File: config.mk
export PLATFORM = sky130hd
export DESIGN_NAME = tt_channel_check
export DESIGN_NICKNAME = d
export VERILOG_FILES = /design/src/rtl/lc_lab_pkg.sv /design/src/rtl/tt_channel_check.sv
export SDC_FILE = /design/constraint.sdc
export NUM_CORES = 1
export LEC_CHECK = 0
export BUFFER_PORTS_ARGS = -buffer_cell sky130_fd_sc_hd__buf_4
export CORE_MARGIN = 10
export CORE_UTILIZATION = 41
export CTS_BUF_LIST = sky130_fd_sc_hd__clkbuf_8
export CTS_CLUSTER_DIAMETER = 100
export CTS_CLUSTER_SIZE = 30
export DETAILED_ROUTE_END_ITERATION = 12
export PLACE_DENSITY = 0.69
export SLEW_MARGIN = 10
export SYNTH_ARGS = -nofsm -noshare
export SYNTH_HDL_FRONTEND = slang
export SYNTH_SLANG_ARGS = --single-unit
File: constraint.sdc
create_clock -name clk -period 2.1 [get_ports clk]
set_input_delay 0.21 -clock clk [delete_from_list [all_inputs] [get_ports clk]]
set_output_delay 0.21 -clock clk [all_outputs]
set_load 0.03 [all_outputs]
File: src/rtl/lc_lab_pkg.sv
// Shared definitions for the logic-circuits lab blocks.
//   state_t       : sweep controller states
//   MODE_EQUIV    : channel check type, f_a must equal f_b
//   MODE_COMPL    : channel check type, f_a must equal ~f_b
//   is_mismatch() : per-channel mismatch rule for one sampled vector
package lc_lab_pkg;

  typedef enum logic [1:0] {
    ST_IDLE,
    ST_SETTLE,
    ST_SAMPLE,
    ST_DONE
  } state_t;

  localparam logic MODE_EQUIV = 1'b0;
  localparam logic MODE_COMPL = 1'b1;

  // A complement pair is wrong when both outputs agree.
  // An equivalence pair is wrong when they differ.
  function automatic logic is_mismatch(input logic mode, input logic a, input logic b);
    return (mode == MODE_COMPL) ? (a == b) : (a != b);
  endfunction

endpackage

File: src/rtl/tt_channel_check.sv
// One comparison channel of the truth-table sweeper. It accumulates results
// for one pair of external functions across a sweep.
//   clk, rst    : clock, asynchronous active-high reset
//   clear       : start of a new sweep; results return to their initial values
//   sample_en   : the current vector is settled and f_a/f_b are valid
//   mode_q      : captured check type (MODE_EQUIV / MODE_COMPL)
//   f_a, f_b    : the two implementation outputs
//   vec         : vector currently applied to the functions
//   mis         : combinational mismatch flag for the current vector
//   err_cnt     : number of mismatching vectors (WIDTH+1 bits, cannot overflow)
//   first_fail  : vector of the first mismatch
//   fail_valid  : first_fail holds a captured vector
//   pass        : no mismatch seen since clear
module tt_channel_check
  import lc_lab_pkg::*;
#(
  parameter int WIDTH = 4
) (
  input  logic             clk,
  input  logic             rst,
  input  logic             clear,
  input  logic             sample_en,
  input  logic             mode_q,
  input  logic             f_a,
  input  logic             f_b,
  input  logic [WIDTH-1:0] vec,
  output logic             mis,
  output logic [WIDTH:0]   err_cnt,
  output logic [WIDTH-1:0] first_fail,
  output logic             fail_valid,
  output logic             pass
);

  localparam int CNT_W = WIDTH + 1;

  assign mis = is_mismatch(mode_q, f_a, f_b);

  // NOTE: state registers use non-blocking assignments so every flop samples
  // the pre-edge values regardless of process evaluation order.
  always_ff @(posedge clk or posedge rst) begin
    if (rst) begin
      err_cnt    <= '0;
      first_fail <= '0;
      fail_valid <= 1'b0;
      pass       <= 1'b1;
    end else if (clear) begin
      err_cnt    <= '0;
      first_fail <= '0;
      fail_valid <= 1'b0;
      pass       <= 1'b1;
    end else if (sample_en && mis) begin
      err_cnt <= err_cnt + CNT_W'(1);
      pass    <= 1'b0;
      if (!fail_valid) begin
        first_fail <= vec;
        fail_valid <= 1'b1;
      end
    end
  end

endmodule

==> metrics, run 1 <==
Worst Hold Class input pin to register; Metal-1 WL between 600 and 700 µm; synthesized area slightly below 600 µm²; Post-CTS Setup Inserts 0; final worst slack between 0.6 and 0.7 ns; sequential share of the synthesized area around 48%; Clock Skew 0.0009235 ns; unrepaired setup endpoints after global routing no; Post-Route Utilization 61.35%; RD Place Congestion 0.6380; most frequent cell after synthesis dfrtp_1; CP startpoint kind input pin; Avg Inst Size Synth ~11 µm²; minimum clock period ~1.4 ns; IR drop worst, VDD 0.0004783 V; fin cells 93; top cells by count, synth dfrtp_1, nand2b_1, a21oi_1; Worst Path Required between 1.5 and 2 ns; asr flop ratio synth 100.0%; Inserted Diodes 0; Overall Power approximately 0.57 mW; worst hold path depth 3; Synth Register Bits 11; HP Start vec[0]; Lkg Pwr approximately 0.40 nW; starting density of the core approximately 44%; DP Cell Count 88; R2R depth 4; fin area slightly above 800 µm²; vias in the first global route between 400 and 500; DP Worst Slack 0.4796 ns; Synth warnings 0; Top-Level Pins 23; Layout area overhead 39.22%; endpoint class of the critical path primary output; first-pass GRT wire length roughly 2.2 mm; most common flop cell mapped by yosys dfrtp_1; synth top area cells dfrtp_1, nand2b_1, mux2i_1; antenna violations before repair 0; Setup violations, final 0; Critical R2R Launch err_cnt[0]; Hold Buf Count CTS 1; vias around 460; Synth top area share between 40 and 50%; Slew headroom 69.59%; fraction of layout cells with a size suffix above 1 between 30% and 40%; drt first-iter violations 3; Mapped Cells 53; CTS tree yes; reg-to-reg endpoint err_cnt[4]; reg2reg setup slack 0.78 ns; CTS H-tree depth 1; die footprint 0.003321 mm²; nets 91; post-CTS sizing 0; TritonCTS buffer count 3; Area after DPL about 750 µm²; gr usage total under 10%; Post-synth EDFFs 0; clk_lat worst skew about 0.23 ns; crit share post-route between 60% and 70%; CTS root buffer clkbuf_8; highest routed layer met3; drt via density ~4.9; HPWL Detailed 1.005 mm; CP Max Fanout 12; clock-pin slew on the worst setup and hold paths roughly 0.050 ns; CORE AREA ~0.0013 mm²; Power Dens Cells 703.7 mW/mm²; Worst Hold End first_fail[0]; DR DRC count 0; highest clock rate 692.8 MHz; arrival time at the worst endpoint roughly 1.2 ns; status finished, final reports clean; num rows 13; Synth cell types 22; largest net degree at the start of global routing 17; final setup TNS 0 ns; height of the die 57.63 µm; post-synth top area cell dfrtp_1; met3 routed WL between 100 and 150 µm; Max-Cap Viols 0; CTS Sinks 11; clock buffer depth 2; Slew Viols, Final 0; Worst-Margin Slew 0.4562 ns; routed len/inst between 10 and 15 µm; WL final 1.294 mm; kind of critical path input pin to primary output; FILL cells 115; Buffers on Ports 22; TritonRoute pass-1 iters 2; final hold viol count 0; metal2 WL roughly 560 µm; worst hold margin approximately 0.24 ns; gr ovfl total 0; syn_nets 65; die width around 58 µm; Post-DRT Antenna Nets 0
[report_power, final]
part	internal (mW)	switching, mW
clock	0.128	0.0751
combinational	0.0556	0.0742
sequential	0.226	0.0101
[critical path, stage by stage]
cell and delay, ns:
buf_4 0.11, xnor3_1 0.65, inv_1 0.08, buf_4 0.18
[registers in the layout (all words and copies together) (netlist names)]
register    count
err_cnt         5
first_fail      4
pass            1
fail_valid      1
[how the worst max path moves through the flow]
stage,start,to,cells past startpoint,slack (ns)
after floorplan,err_cnt[0],err_cnt[4],4,0.67
after global placement,f_b,err_cnt[4],4,0.54
after detailed placement,f_b,err_cnt[3],4,0.48
after CTS,f_b,mis,4,0.65
after global routing,f_b,mis,4,0.59
final,f_b,mis,4,0.66
[cells by family after synthesis]
logic type	after synthesis	synth area share (%)
AND/OR/NAND/NOR	19	23.06
flip-flops	11	47.63
AO/OA/AOI/OAI	10	9.913
buffers and inverters	6	4.525
multiplexers	5	8.836
XOR/XNOR	1	3.879
adder cells (fa/ha/maj)	1	2.155
[routing by layer]
layer	up-vias	global-route usage, %
met3	0	3.050
met2	17	11.04
met4	0	3.020
met1	207	10.06
met5	-	0
li1	231	-
[layout make-up]
type	instances	area [µm²]	area share [%]
inverter	4	15.01	1.858
clock inverter	1	3.754	0.4644
sequential	11	276.5	34.21
multi-input combinational	36	277.8	34.37
tap	15	18.77	2.322
clock buffer	3	41.29	5.108
timing repair buffer	23	175.2	21.67
[cell usage in the layout, fill, tap and decap left out]
| master | netlist | routed |
|---|---|---|
| clkbuf_8 | 0 | 3 |
| mux2_1 | 1 | 1 |
| buf_4 | 1 | 22 |
| or3_1 | 1 | 1 |
| nand3_1 | 2 | 2 |
| nand3b_1 | 1 | 1 |
| o31ai_1 | 2 | 2 |
| o21ai_1 | 2 | 2 |
| xnor3_1 | 1 | 1 |
| a21oi_1 | 5 | 5 |
| inv_1 | 4 | 5 |
| nor2_1 | 1 | 1 |
| dlygate4sd3_1 | 0 | 1 |
| nor2b_1 | 1 | 1 |
| nor3_4 | 1 | 1 |
| ha_1 | 1 | 1 |
| dfstp_2 | 1 | 1 |
| nand2b_1 | 9 | 9 |
| or4_1 | 2 | 2 |
| a21o_1 | 1 | 1 |
| mux2i_1 | 4 | 4 |
| dfrtp_1 | 10 | 10 |
| nor3b_2 | 1 | 1 |
Note: power is estimated with default switching activity, not from simulation.
==> inputs of run 2 (changes only) <==
- PLACE_DENSITY: 0.69 -> 0.72
- clock period: 2.1 -> 1.3 ns (I/O delays scaled with it)
==> run 2 against run 1 <==
Net effect:
- die area unchanged
- worst setup slack worse by 0.62 ns
- cell count up 4.3%
- critical endpoint is now err_cnt[4]
- utilization up 4.2 points
- critical path type is now register to register
- sequential power up 63%
- via count up 6.4%
==> metrics, run 2 (same netlist as run 1, synthesis figures left out) <==
status finished, final reports clean; highest clock rate roughly 790 MHz; first-pass GRT wire length between 2 and 2.5 mm; minimum clock period approximately 1.3 ns; clock-pin slew on the worst setup and hold paths around 0.05 ns; nets 95; kind of critical path register to register; TritonCTS buffer count 3; Max-Cap Viols 0; arrival time at the worst endpoint ~1.4 ns; CP Buf/Inv Count 0; DR DRC count 0; sequential fraction of design power between 30 and 40%; combinational power share about a quarter; Inserted Diodes 0; die footprint between 0.003 and 0.004 mm²; most frequent cells in the layout buf_4, nand2b_1, dfrtp_1; vias between 400 and 500; Buffers on Ports 22; worst hold margin roughly 0.14 ns; Slew headroom a little over two thirds; starting density of the core around 44%; antenna violations before repair 0; Largest regs err_cnt (5), first_fail (4); gr usage total just under 9%; Lkg Pwr between 0.4 and 0.5 nW; fraction of layout cells with a size suffix above 1 a little under half; RD Place Congestion 0.7037; HPWL Detailed between 1 and 1.5 mm; Worst-Margin Slew between 0.4 and 0.5 ns; Slew Viols, Final 0; delay-heaviest family, CP simple AND/OR/NAND/NOR gates; critical-path cell with the highest stage delay or4_1; max incr delay on CP between 0.4 and 0.5 ns; Power Dens Cells 1126 mW/mm²; TritonRoute pass-1 iters 4; Worst Hold Class input pin to register; commonest non-fill, non-tap cell in the layout buf_4; final hold viol count 0; CTS H-tree depth 1; DP Cell Count 90; CTS tree yes; CTS Sinks 11; CP cell instances ha_4 > nand3_2 > or4_1 > a21oi_2; Clock Skew ~0.0042 ns; Internal roughly 0.68 mW; largest net degree at the start of global routing 17; die width 57.63 µm; endpoint class of the critical path register; Layout area overhead 48.71%; CP startpoint kind register; Setup violations, final 0; power share of the clock group a little over a third; drt first-iter violations 7; drt via density 4.990; crit share post-route 96.84%; fin cells between 90 and 100; Sw Share between 20% and 30%; Area after DPL just under 800 µm²; CTS root buffer clkbuf_8; Top-Level Pins 23; gr ovfl total 0; vias in the first global route a little under 500; routed len/inst 15.65 µm; height of the die ~58 µm; Worst Path Required between 1 and 1.5 ns; WL final ~1.5 mm; max reg flops 5; CORE AREA ~0.0013 mm²; fin area approximately 860 µm²; Biggest register err_cnt; clk_lat worst skew roughly 0.24 ns; Post-DRT Antenna Nets 0; Overall Power around 1 mW; IR drop worst, VDD 0.0009044 V; num rows 13; Sw Pwr 0.2869 mW; clock buffer depth 2; CP Max Fanout 3
run 2: power groups by stage:
stage               Clock [mW]  Sequential, mW  Combinational (mW)
finish                   0.353           0.385               0.234
global route             0.372           0.386               0.252
CTS                      0.365           0.385               0.228
detailed placement           0           0.390               0.225
global placement             0           0.389               0.223
floorplan                    0           0.427               0.101
run 2: metal layers:
layer	vias to the layer above	wire length, µm	GRT usage [%]
li1	242	-	-
met1	220	666	9.560
met2	17	695	13.34
met3	5	129	5.229
met4	0	26	4.027
met5	-	0	0
run 2: worst paths after layout:
kind / end / slack [ns] / from / cells past startpoint
hold reg to reg: pass / 0.51 / pass / 1
setup reg to reg: err_cnt[4] / 0.04 / err_cnt[1] / 4
setup / recovery: err_cnt[4] / 0.04 / err_cnt[1] / 4
max in group asynchronous: pass / 0.52 / rst / 3
hold / removal: err_cnt[4] / 0.14 / clear / 2
min in group asynchronous: err_cnt[2] / 0.45 / rst / 3
run 2: area by class of cell:
cell class / instances / area (µm²)
fill: 116 / 454.2
multi-input combinational: 36 / 299.0
sequential: 11 / 279.0
timing repair buffer: 27 / 205.2
clock buffer: 3 / 41.29
tap: 15 / 18.77
inverter: 4 / 15.01
clock inverter: 1 / 5.005
run 2: stage by stage:
step                      setup TNS, ns  setup slack [ns]  util, %
final                                 0           0.04113    65.53
after global routing           -0.01450          -0.01450    65.53
after CTS                             0           0.01848    63.72
after detailed placement        -0.8177           -0.1432    59.45
after global placement          -0.5937           -0.1010    59.45
after floorplan                       0          0.002371        -
run 2: what timing repair did:
item / CTS / global route
endpoints found under the setup margin: 0 / 1
resized for setup: 0 / 2
buffers inserted: 0 / 2
hold endpoints to repair: 10 / 0
hold buffers: 1 / 0
